File: src/rtl/clip_video_to_stream.sv
// Clipped video timing + pixels -> AXI4-Stream video (tuser = SOF, tlast = EOL) through an elastic FWFT FIFO.
// Optional build macro CLIP_VIDEO_TO_STREAM_DROP_FRAME_EN: after an overflow, drop the rest of the frame until invsync.
module clip_video_to_stream #(
  parameter int DSIZE   = 24,
  parameter int FIFO_AW = 4
) (
  input  logic               pclk,
  input  logic               prst,
  input  logic               invsync,
  input  logic               inde,
  input  logic [DSIZE-1:0]   indata,
  output logic [DSIZE-1:0]   m_tdata,
  output logic               m_tvalid,
  input  logic               m_tready,
  output logic               m_tuser,
  output logic               m_tlast,
  output logic               overflow,
  input  logic               ovf_clr,
  output logic [FIFO_AW:0]   fifo_level
);

  localparam int LW    = FIFO_AW + 1;
  localparam int WW    = DSIZE + 2;
  localparam int DEPTH = 1 << FIFO_AW;

  // Stream handshake: a beat transfers on a rising pclk where m_tvalid & m_tready;
  // while m_tvalid=1 and m_tready=0 the beat (tdata/tuser/tlast) is held unchanged.

  logic             vsync_q;
  logic             sof_pending_q;
  logic             hold_valid_q;
  logic             hold_user_q;
  logic [DSIZE-1:0] hold_data_q;

  logic [LW-1:0]    wr_ptr_q, rd_ptr_q, wr_ptr_d, rd_ptr_d;
  logic [LW-1:0]    level_q, level_d;
  logic             out_valid_q;
  logic [WW-1:0]    out_word_q;
  logic             ovf_q;

  logic [WW-1:0]    mem [DEPTH];

  logic             vs_rise;
  logic             wr_req;
  logic             wr_allow;
  logic             full;
  logic             pop;
  logic             push;
  logic             ovf_event;
  logic [WW-1:0]    wr_word;
  logic [WW-1:0]    head_word;

  assign vs_rise   = invsync & ~vsync_q;
  assign wr_req    = hold_valid_q;
  // The held pixel ends its line when DE drops now, or when a new frame cuts the line short.
  assign wr_word   = {hold_user_q, ~inde | vs_rise, hold_data_q};
  assign full      = level_q[FIFO_AW];
  assign pop       = out_valid_q & m_tready;
  assign ovf_event = wr_req & full & ~pop;
  assign push      = wr_req & wr_allow & (~full | pop);

  assign rd_ptr_d  = rd_ptr_q + LW'(pop);
  assign wr_ptr_d  = wr_ptr_q + LW'(push);
  assign level_d   = level_q + LW'(push) - LW'(pop);

  // Next head of queue; when the new read pointer meets the old write pointer the head is the word written now.
  assign head_word = (push && (rd_ptr_d == wr_ptr_q)) ? wr_word : mem[rd_ptr_d[FIFO_AW-1:0]];

`ifdef CLIP_VIDEO_TO_STREAM_DROP_FRAME_EN
  logic drop_q;

  always_ff @(posedge pclk) begin
    if (prst) begin
      drop_q <= 1'b0;
    end else if (invsync) begin
      drop_q <= 1'b0;
    end else if (ovf_event) begin
      drop_q <= 1'b1;
    end
  end

  assign wr_allow = ~drop_q;
`else
  assign wr_allow = 1'b1;
`endif

  always_ff @(posedge pclk) begin
    if (push) begin
      mem[wr_ptr_q[FIFO_AW-1:0]] <= wr_word;
    end
  end

  always_ff @(posedge pclk) begin
    if (prst) begin
      vsync_q       <= 1'b0;
      sof_pending_q <= 1'b1;
      hold_valid_q  <= 1'b0;
      hold_user_q   <= 1'b0;
      hold_data_q   <= '0;
      wr_ptr_q      <= '0;
      rd_ptr_q      <= '0;
      level_q       <= '0;
      out_valid_q   <= 1'b0;
      out_word_q    <= '0;
      ovf_q         <= 1'b0;
    end else begin
      vsync_q <= invsync;
      if (inde) begin
        sof_pending_q <= 1'b0;
      end else if (invsync) begin
        sof_pending_q <= 1'b1;
      end
      hold_valid_q <= inde;
      if (inde) begin
        hold_data_q <= indata;
        hold_user_q <= sof_pending_q | invsync;
      end
      wr_ptr_q    <= wr_ptr_d;
      rd_ptr_q    <= rd_ptr_d;
      level_q     <= level_d;
      out_valid_q <= (level_d != '0);
      if (level_d != '0) begin
        out_word_q <= head_word;
      end
      if (ovf_clr) begin
        ovf_q <= 1'b0;
      end else if (ovf_event) begin
        ovf_q <= 1'b1;
      end
    end
  end

  assign m_tvalid   = out_valid_q;
  assign m_tuser    = out_word_q[WW-1];
  assign m_tlast    = out_word_q[WW-2];
  assign m_tdata    = out_word_q[DSIZE-1:0];
  assign overflow   = ovf_q;
  assign fifo_level = level_q;

endmodule
File: config.mk
export PLATFORM = sky130hd
export DESIGN_NAME = clip_video_to_stream
export DESIGN_NICKNAME = d
export VERILOG_FILES = /design/src/rtl/clip_video_to_stream.sv
export SDC_FILE = /design/constraint.sdc
export NUM_CORES = 1
export LEC_CHECK = 0
export ABC_CLOCK_PERIOD_IN_PS = 11400
export CORE_AREA = 10 10 262 264
export CTS_CLUSTER_DIAMETER = 40
export CTS_CLUSTER_SIZE = 40
export DETAILED_ROUTE_END_ITERATION = 12
export DIE_AREA = 0 0 272 274
export SLEW_MARGIN = 0
export SYNTH_ARGS = -nofsm -noshare
export SYNTH_HDL_FRONTEND = slang
export SYNTH_SLANG_ARGS = --single-unit
File: constraint.sdc
create_clock -name pclk -period 11.4 [get_ports pclk]
set_input_delay 2.85 -clock pclk [delete_from_list [all_inputs] [get_ports pclk]]
set_output_delay 2.85 -clock pclk [all_outputs]
set_load 0.005 [all_outputs]
==> run_results.csv <==
group,metric,value,unit
synth,syn-instance-count,919,
synth,netlist.area_leader.share,0.6660,
route,first_pass_iters,5,
status,status,"complete, no violations",
timing,fin_crit_sh,0.5159,
timing,tightest_slew,1.157,ns
synth,ys_ff_latch,487,
timing,fin_setup_tns,0,ns
finish,fin_nets,1052,
worst_setup_path,worstPathCellList,"clkdlybuf4s50_1 > a21boi_0 > nand2b_1 > ha_1 > inv_1 > ha_1 > fa_1 > a21o_1 > a21oi_1 > xnor2_1 > and4bb_2 > o2bb2ai_1",
clocking,post_cts_resized,0,
worst_setup_path,crit_cells,12,
clocking,cts_buffers,53,
timing,fmax,170.0,MHz
synth,synth_most_common_cell,"edfxtp_1",
timing,final_max_slew_viol_count,0,
clocking,cts-root-buf,"clkbuf_16",
clocking,clockBufferDepth,3,
placement,port_buffers,62,
clocking,clkLatencyLatePin,0.57,ns
route,ant_nets,0,
power,leakagePower,0.007123,uW
synth,synth_edf_count,416,
finish,drive_gt1_frac,0.2306,
synth,synth_largest_area_cell,"edfxtp_1",
synth,synth_common_cells,"edfxtp_1, mux2i_1, mux4_2, dfxtp_1, nor2_1",
global_route,grt_max_degree,60,
timing,whs,0.4579,ns
global_route,grt_use_total,0.1127,
worst_hold_path,hold_path.class,"reg -> reg",
floorplan,io_pins,63,
global_route,antenna_found_initial,1,
worst_setup_path,reg2reg_slack,7.77,ns
finish,multi_input_area,4716,um^2
timing,finalSetupViolCount,0,
timing,rsz0062_at_grt,"no",
route,vias,8891,
worst_setup_path,cp-start-kind,"primary input",
timing,hold_viol_final,0,
clocking,cts.clk_slew.worst_paths,0.06,ns
finish,nFillCells,5943,
power,vdd_drop_max,116.7,uV
worst_setup_path,path_common_cell,"ha_1",
route,wl,42070,um
floorplan,core_area,63650,um^2
synth,syn_area_per_cell,20.41,um^2
worst_setup_path,critical_path.top_delay_family,"simple AND/OR/NAND/NOR gates",
route,vias_per_cell,4.657,
worst_setup_path,cpPeakStageDelay,0.98,ns
worst_setup_path,crit_buf_inv,2,
placement,gp_congestion,0.6886,
clocking,cts_setup_buffers,0,
clocking,h-tree-depth,2,
worst_setup_path,arrival,6.37,ns
clocking,cts_tree,"built",
route,avgRoutedWirePerCell,22.04,um
synth,yosys_most_used_dff,"edfxtp_1",
timing,skew,0.01683,ns
synth,synthArstFlopShare,0,
worst_setup_path,critPathKind,"in -> reg",
route,drt_iter0_drc,701,
timing,relSlewSlack,0.2268,
floorplan,fp.dieH,274,um
floorplan,die_area,74530,um^2
power,p_per_area,208.0,nW/um^2
worst_hold_path,hold_path_depth,1,
global_route,gr-total-overflow,0,
finish,syn2layout_area_growth,18.80,%
flow_run,maxCapViolations,0,
synth,ys_warn_count,0,
worst_setup_path,endpoint_kind,"flop",
synth,synth_area,18760,um^2
synth,synth_nets,959,
route,route.detailed.drc,0,
global_route,grt_first_pass_wirelength,62930,um
synth,synth_cell_types,35,
worst_setup_path,cp_max_fo,26,
clocking,hold_buffers,0,
synth,synth-seq-area-share,0.7417,
floorplan,rows,93,
global_route,first_global_vias,9521,
clocking,clock-sinks,487,
timing,period_minus_slack,5.882,ns
placement,place_hpwl,22250,um
floorplan,die_w,272,um
synth,synth.top_cells.by_area,"edfxtp_1, mux4_2, dfxtp_1",
worst_setup_path,worstRegToRegCells,11,
finish,n_antenna_cell,0,
floorplan,initial_core_util,0.2947,
worst_setup_path,required,11.89,ns
finish,seq_area,13910,um^2
worst_setup_path,cp_slowest_cell,"and4bb_2",
==> final timing paths <==
path	start	end
max	m_tready	out_word_q[6]
min	out_word_q[13]	out_word_q[13]
max reg2reg	fifo_level[4]	out_word_q[6]
min reg2reg	out_word_q[13]	out_word_q[13]
==> area by class of cell <==
type	count	share of cell area
flip-flops and latches	487	0.6243
multi-input cells	373	0.2116
clock buffers	60	0.06159
well taps	855	0.04800
repair buffers	88	0.03616
clock inverters	37	0.01679
inverters	9	0.001516
==> state kept, by name, indices dropped and copies added, names as in the netlist <==
name	count
mem	416
out_word_q	26
hold_data_q	24
fifo_level	5
rd_ptr_q	5
wr_ptr_q	5
hold_user_q	1
hold_valid_q	1
m_tvalid	1
overflow	1
sof_pending_q	1
vsync_q	1
==> power breakdown <==
group	switching (uW)	leakage, uW	internal (uW)
clock network	744	0.000851	945
logic	400	0.00187	457
registers	75.6	0.00440	2010
==> logic make-up (layout without fill, tap and decap cells) <==
kind of cell / after synthesis / after routing / synth area share
simple gates: 79 / 79 / 0.01928
compound gates: 36 / 36 / 0.01574
mux: 232 / 232 / 0.1932
flops: 487 / 487 / 0.7417
fa+ha+maj: 10 / 10 / 0.007071
xor+xnor: 16 / 16 / 0.009072
buf+inv: 59 / 194 / 0.01394
==> cell usage in the layout, fill, tap and decap left out, types with 2 or more instances in the layout <==
master / netlist / routed
edfxtp_1: 416 / 416
mux2i_1: 128 / 128
mux4_2: 104 / 104
dfxtp_1: 71 / 71
clkdlybuf4s50_1: 0 / 60
clkbuf_16: 0 / 53
nor2_1: 48 / 36
o2bb2ai_1: 26 / 26
buf_4: 4 / 26
inv_6: 0 / 10
inv_1: 9 / 9
nor2b_1: 9 / 9
nor2_4: 0 / 7
xor2_1: 7 / 7
ha_1: 9 / 7
xnor2_1: 6 / 6
inv_8: 0 / 6
clkinv_2: 0 / 6
nand3_1: 5 / 5
nor2_2: 0 / 5
clkbuf_1: 21 / 5
nand2_1: 4 / 4
nor3_2: 0 / 4
clkinvlp_4: 0 / 4
nand2b_1: 3 / 3
a21oi_1: 3 / 3
clkinv_8: 0 / 3
clkinv_4: 0 / 3
a21o_1: 2 / 2
ha_4: 0 / 2
clkinv_1: 0 / 2
bufinv_16: 0 / 2
clkbuf_8: 0 / 2
buf_2: 20 / 2
==> routing by layer <==
metal  share of wire  track usage  up-vias
met5               0            0        -
met4           0.018      0.03070        0
met3           0.037      0.01908       50
met2            0.51       0.1953      151
met1            0.44       0.1437     4771
li1                -            -     3919
==> through the flow <==
stage               area, um^2  utilization  power (uW)  std cells  setup WS, ns
floorplan                18760            -        2696        919         5.634
global placement         20540       0.3227        3004       1812         4.957
detailed placement       20540       0.3227        3016       1812         4.856
CTS                      22290       0.3501        4706       1909         5.483
global route             22290       0.3501        4848       1909         5.234
finish                   22290       0.3501        4635       1909         5.518
Note: power is estimated with default switching activity, not from simulation.
